<file path="src/rtl/local_store_sequencer.sv">
// Sequencer driving a PE LocalStoreController: offset programming
// followed by an INCR/JUMP walk over one convolution window.
module local_store_sequencer #(
  parameter int depth = 2,
  parameter int LW    = 4
) (
  input  logic             CLK,
  input  logic             RST_N,
  input  logic             start,
  input  logic             stall,
  input  logic             peSel,
  input  logic [LW-1:0]    winRows,
  input  logic [LW-1:0]    winCols,
  input  logic [depth-1:0] kRowOfst,
  input  logic [depth-1:0] kColOfst,
  input  logic [depth-1:0] nRowOfst,
  input  logic [depth-1:0] nColOfst,
  output logic [5:0]       controlSignal,
  output logic [depth-1:0] initSettings,
  output logic             initPESelect,
  output logic             macValid,
  output logic             busy,
  output logic             done
);

  localparam logic [2:0] C_INIT = 3'b000;
  localparam logic [2:0] C_HOLD = 3'b001;
  localparam logic [2:0] C_INCR = 3'b010;
  localparam logic [2:0] C_JUMP = 3'b011;
  localparam logic [2:0] C_SKR  = 3'b100;
  localparam logic [2:0] C_SKC  = 3'b101;
  localparam logic [2:0] C_SNR  = 3'b110;
  localparam logic [2:0] C_SNC  = 3'b111;

  // step names the command issued at the next edge; the
  // outputs are loaded together with it, so they always show
  // the command the consumer sees in the current cycle.
  typedef enum logic [2:0] {
    S_IDLE,
    S_SKR,
    S_SKC,
    S_SNR,
    S_SNC,
    S_RUN,
    S_JUMP,
    S_DONE
  } step_t;

  step_t            step;
  logic [LW-1:0]    rows_q;
  logic [LW-1:0]    cols_q;
  logic [depth-1:0] kro_q;
  logic [depth-1:0] kco_q;
  logic [depth-1:0] nro_q;
  logic [depth-1:0] nco_q;
  logic             sel_q;
  logic [LW-1:0]    row;
  logic [LW-1:0]    col;

  logic last_col;
  logic last_row;
  logic empty;

  assign last_col = (col == cols_q - LW'(1));
  assign last_row = (row == rows_q - LW'(1));
  assign empty    = (rows_q == '0) || (cols_q == '0);

  // Sequencer FSM with registered command outputs.
  always_ff @(posedge CLK or negedge RST_N) begin
    if (!RST_N) begin
      step          <= S_IDLE;
      controlSignal <= {C_HOLD, C_HOLD};
      initSettings  <= '0;
      initPESelect  <= 1'b0;
      macValid      <= 1'b0;
      busy          <= 1'b0;
      done          <= 1'b0;
      rows_q        <= '0;
      cols_q        <= '0;
      kro_q         <= '0;
      kco_q         <= '0;
      nro_q         <= '0;
      nco_q         <= '0;
      sel_q         <= 1'b0;
      row           <= '0;
      col           <= '0;
    end else begin
      initSettings <= '0;
      initPESelect <= 1'b0;
      macValid     <= 1'b0;
      done         <= 1'b0;
      unique case (step)
        S_IDLE: begin
          controlSignal <= {C_HOLD, C_HOLD};
          busy          <= 1'b0;
          // done is high only in the DONE cycle: a start
          // there is dropped and taken a cycle later.
          if (start && !done) begin
            rows_q        <= winRows;
            cols_q        <= winCols;
            kro_q         <= kRowOfst;
            kco_q         <= kColOfst;
            nro_q         <= nRowOfst;
            nco_q         <= nColOfst;
            sel_q         <= peSel;
            row           <= '0;
            col           <= '0;
            controlSignal <= {C_INIT, C_INIT};
            busy          <= 1'b1;
            step          <= S_SKR;
          end
        end
        S_SKR: begin
          controlSignal <= {C_SKR, C_SKR};
          initSettings  <= kro_q;
          initPESelect  <= sel_q;
          step          <= S_SKC;
        end
        S_SKC: begin
          controlSignal <= {C_SKC, C_SKC};
          initSettings  <= kco_q;
          initPESelect  <= sel_q;
          step          <= S_SNR;
        end
        S_SNR: begin
          controlSignal <= {C_SNR, C_SNR};
          initSettings  <= nro_q;
          initPESelect  <= sel_q;
          step          <= S_SNC;
        end
        S_SNC: begin
          controlSignal <= {C_SNC, C_SNC};
          initSettings  <= nco_q;
          initPESelect  <= sel_q;
          step          <= empty ? S_DONE : S_RUN;
        end
        S_RUN: begin
          if (stall) begin
            controlSignal <= {C_HOLD, C_HOLD};
          end else begin
            controlSignal <= {C_INCR, C_INCR};
            macValid      <= 1'b1;
            if (last_col) begin
              step <= last_row ? S_DONE : S_JUMP;
            end else begin
              col <= col + LW'(1);
            end
          end
        end
        S_JUMP: begin
          if (stall) begin
            controlSignal <= {C_HOLD, C_HOLD};
          end else begin
            controlSignal <= {C_JUMP, C_JUMP};
            row           <= row + LW'(1);
            col           <= '0;
            step          <= S_RUN;
          end
        end
        S_DONE: begin
          controlSignal <= {C_HOLD, C_HOLD};
          done          <= 1'b1;
          busy          <= 1'b0;
          step          <= S_IDLE;
        end
        default: begin
          controlSignal <= {C_HOLD, C_HOLD};
          busy          <= 1'b0;
          step          <= S_IDLE;
        end
      endcase
    end
  end

endmodule

</file>
<file path="config.mk">
export PLATFORM = sky130hd
export DESIGN_NAME = local_store_sequencer
export DESIGN_NICKNAME = d
export VERILOG_FILES = /design/src/rtl/local_store_sequencer.sv
export SDC_FILE = /design/constraint.sdc
export NUM_CORES = 1
export LEC_CHECK = 0
export CORE_ASPECT_RATIO = 1.75
export CORE_MARGIN = 3
export CORE_UTILIZATION = 45
export CTS_CLUSTER_SIZE = 10
export DETAILED_ROUTE_END_ITERATION = 16
export HOLD_SLACK_MARGIN = 0.05
export PLACE_DENSITY = 0.7
export SLEW_MARGIN = 20
export SYNTH_ARGS = -nofsm -noshare
export SYNTH_HDL_FRONTEND = slang
export SYNTH_SLANG_ARGS = --single-unit
</file>
<file path="constraint.sdc">
create_clock -name CLK -period 3.35 [get_ports CLK]
set_input_delay 0.335 -clock CLK [delete_from_list [all_inputs] [get_ports CLK]]
set_output_delay 0.335 -clock CLK [all_outputs]
set_load 0.005 [all_outputs]
</file>
==> metrics.cfg <==
[sta]
post-route-period-util=0.715
hold_viol_final=0
timing.hold.ws_ns=0.447
slew_headroom=0.324
setup_violations=0
tightest_slew_ns=1.01
timing.final.crit_period_ns=2.39
tns_ns=0
fin_worst_skew_ns=0.00948
rsz0062_at_grt=false
fmax_ghz=0.418
slew_viol_final=0

[synth]
synth_top_area_cell=dfrtp_1
avgSynthCellArea_um2=11.3
synth_top_family_by_area=simple AND/OR/NAND/NOR gates
synthAdderAreaFrac=0.0325
synth_edf_count=0
synth_simple_gate_area_share=0.129
synth_seq_cells=37
synthCells=170
synth-xor-area-share=0.0761
synth-main-ff-cell=dfrtp_1
syn_area_um2=1920
synth_compound_area_frac=0.121
ys_seq_area_frac=0.482
synth_fp_nets=196
yosysWarnings=0
yosys.cell_types.count=45
synthArstFlopShare=1.00
synth.area.top_cells=dfrtp_1 47%, mux2_2 11%, xnor2_1 3.6%
muxShareOfSynthArea=0.111
synth_top_area_frac=0.468

[die]
die-width_um=55.4
die-area_um2=5130
core_um2=3980
row_count=30
initial_core_util=0.484
ios=33
die_h_um=92.5

[clock_tree]
cts_tree=done
h-tree-depth=2
cts_buffers=5
cts_sinks=37
cts_setup_buffers=0
cts_resized=0
clock_latency_ns=0.30
ctsRootBufferMaster=clkbuf_8
postCtsHoldBufs=0
clockBufferDepth=2
clk_transition_reported_paths_ns=0.08

[global_routing]
grt_pass1_wl_mm=6.38
first_global_vias=1407
antenna_found_initial=0
gr-usage-all-layers=0.157
grt_max_degree=38
overflow=0

[setup_path]
crit_cells=5
worstSetupPathType=reg2reg
path_common_cell=o21ai_0
cp.required_ns=3.53
cp-start-kind=register
critPathTopFamily=simple AND/OR/NAND/NOR gates
crit_fanout=22
path_buf_inv=0
crit_path_end_kind=register
worstPathArrival_ns=2.58
path_cells=nor3_4, nand2b_1, and2_1, o21ai_0, o21ai_0
max_stage_delay_ns=0.62
worstRegToRegCells=5
critical_path.slowest_cell=dfrtp_1

[cells_and_area]
nets=226
diodes=0
areaGrowthSynthToFinish_pct=21.4
finalNonFillerCells=249
post-route-util=0.587
design_area_um2=2340
multiInputGateArea_um2=905
drive_gt1_frac=0.179
fill_cells=366
regArea_um2=927

[place]
dp_cells=241
place.gp.congestion=0.845
io_buffers=32
placed_area_um2=2250
dp_hpwl_mm=2.82

[route]
drtIter0Drc=21
avgRoutedWirePerCell_um=15.1
drt_wl_total_mm=3.76
vias=1348
drtAntennaViolNets=0
via_per_inst=5.41
dr.pass1.iters=4
route.detailed.drc=0

[power_and_ir_drop]
power_leakage_nw=1.00
power.density_cell_area_nw_per_um2=911
vdd_drop_max_mv=0.453

[job]
cap_violations=0

[status]
status=complete, no violations

[hold_path]
hp-class=in2async

[cell type report]
cell class | instances | area share
clock inverters | 3 | 0.00750
flip-flops and latches | 37 | 0.397
repair buffers | 34 | 0.144
well taps | 48 | 0.0257
multi-input cells | 116 | 0.387
clock buffers | 5 | 0.0295
inverters | 6 | 0.00964
[per-stage QoR]
step	setup WS [ns]	power (mW)
floorplan	1.75	1.56
global placement	1.03	1.78
detailed placement	0.938	1.84
CTS	0.936	2.15
global route	0.793	2.29
finish	0.955	2.13
[registers in the layout, indices dropped and copies added (netlist names)]
register	flops
busy	1
controlSignal	3
col	4
sel_q	1
initPESelect	1
macValid	1
row	4
nco_q	2
initSettings	2
kco_q	2
nro_q	2
step	3
rows_q	4
cols_q	4
kro_q	2
done	1
[per-layer routing]
metal	track usage	vias to the layer above	wire length (µm)
li1	-	650	-
met1	0.178	667	1430
met2	0.275	25	2120
met3	0.0404	6	140
met4	0.0690	0	70
met5	0	-	0
[cell families (layout without fill, tap and decap cells)]
group / Yosys count / in the layout
mux: 19 / 19
xor+xnor: 13 / 13
simple gates: 46 / 46
flops: 37 / 37
fa+ha+maj: 5 / 5
compound gates: 33 / 33
buf+inv: 17 / 48
[cell usage in the layout (no fill, tap or decap), types with 3 or more instances in the layout]
master / count
and2_1: 4
xnor2_1: 8
o21ai_0: 12
clkdlybuf4s50_1: 32
xor2_1: 3
inv_1: 6
o31ai_1: 3
clkbuf_8: 5
nand2_1: 11
a31oi_1: 3
nand3_1: 5
a21oi_1: 3
dfrtp_1: 36
nor2_1: 9
mux2_2: 19
nand2b_1: 3
ha_1: 5
[where the power goes]
part	switching [mW]	internal (mW)	leakage (nW)
combinational	0.434	0.531	0.495
clock	0.167	0.144	0.0439
sequential	0.206	0.647	0.462
[synthesized netlist by cell type, types with 3 or more instances]
cell type	count
nand3_1	5
buf_4	5
xor2_1	3
mux2_2	19
inv_1	6
a31oi_1	3
ha_1	5
nor2_1	9
nand2_1	11
o31ai_1	3
xnor2_1	8
and2_1	4
o21ai_0	12
dfrtp_1	36
a21oi_1	3
nand2b_1	3
[path summary, 6_finish.rpt]
check | endpoint | slack [ns] | start
max in group asynchronous | controlSignal[3] | 2.54 | RST_N
hold reg to reg | initPESelect | 0.49 | sel_q
setup reg to reg | row[3] | 0.96 | step[1]
setup / recovery | row[3] | 0.96 | step[1]
min in group CLK | initPESelect | 0.49 | sel_q
hold / removal | col[0] | 0.45 | RST_N
Note: power is estimated with default switching activity, not from simulation.
==> RTL change, RTL diff (config.mk and constraints unchanged) <==
Change the parameter `LW` from 4 to 8.
--- a/src/rtl/local_store_sequencer.sv
+++ b/src/rtl/local_store_sequencer.sv
@@ -4,3 +4,3 @@
   parameter int depth = 2,
-  parameter int LW    = 4
+  parameter int LW    = 8
 ) (
Interface: changed (resized winCols and winRows); port bits go from 33 to 41. No check against the original RTL was run, so the function may have changed too.
==> RTL change against the unedited design <==
Via count is 68% higher. Worst setup slack got worse by 0.024 ns. Maximum frequency shrank 0.99%. Non-clock buffer count increased by 8. Final area grew 57%. Total power up 42%. Count of clock-buffer cells in the layout increased by 2. Wire length rose by 68%. Die area increased by 56%. Sequential cell count grew 16. Sequential share of layout area down 3.6 points. Area after synthesis increased by 62%. Largest cell class is now multi-input gates. Largest power group unchanged.
==> RTL change: results (changes against the unedited design) <==
status -> finished clean
Non-clk invs -> 5 (-1)
post-layout power -> 3.03 mW (+42%)
Setup WS pre-CTS -> 0.890 ns (-0.0481 ns)
ranking of synthesized cells by area -> dfrtp_1, mux2_2, xnor2_1
final WL -> 6300 µm (+68%)
Vias/cell -> 5.52 (+2.0%)
Int Power -> 1.88 mW (+42%)
largest net degree at the start of global routing -> 37 (-2.6%)
top cells by count, synth -> dfrtp_1, nand2_1, mux2_2, nor2_1, xnor2_1
top cell type's share of synthesized area -> 41.8% (-5.0 points)
Seq/Total Area, Yosys -> 42.7% (-5.5 points)
Placed Cells -> 402 (+67%)
Slew HR -> 60.1% (+28 points)
GRT Overall Usage -> 18.1% (+2.3 points)
crit path DAT -> 2.57 ns (about the same)
initial DRC count -> 92 (+340%)
clock buffer count -> 7 (+2)
Post-Syn Nets -> 331 (+69%)
fraction of area in multi-input gates -> 45.3% (+6.6 points)
Peak VDD IR -> 0.562 mV (+24%)
sequential power share -> 41.1% (+1.0 points)
vias in the first global route -> 2352 (+67%)
Non-clk bufs -> 42 (+24%)
multi-input gates -> 220 (+90%)
placed cell areas -> 3520 µm² (+57%)
root buf cell -> clkbuf_16
[RTL change: per-layer routing]
| layer | global-route usage (%) | vias up | share of wire (%) |
|---|---|---|---|
| li1 | - | 1120 | - |
| met1 | 19.4 | 1110 | 38 |
| met2 | 33.3 | 25 | 57 |
| met3 | 3.20 | 9 | 2.3 |
| met4 | 7.55 | 0 | 2.5 |
| met5 | 0 | - | 0 |
[RTL change: path summary, 6_finish.rpt]
check | startpoint | end | slack [ns] | depth (start not counted)
worst min register to register | busy | busy | 0.49 | 1
worst min-delay path | RST_N | initSettings[1] | 0.03 | 1
max in group asynchronous | RST_N | row[3] | 2.53 | 2
worst max-delay path | cols_q[0] | step[0] | 0.93 | 8
min in group CLK | busy | busy | 0.49 | 1
worst max register to register | cols_q[0] | step[0] | 0.93 | 8
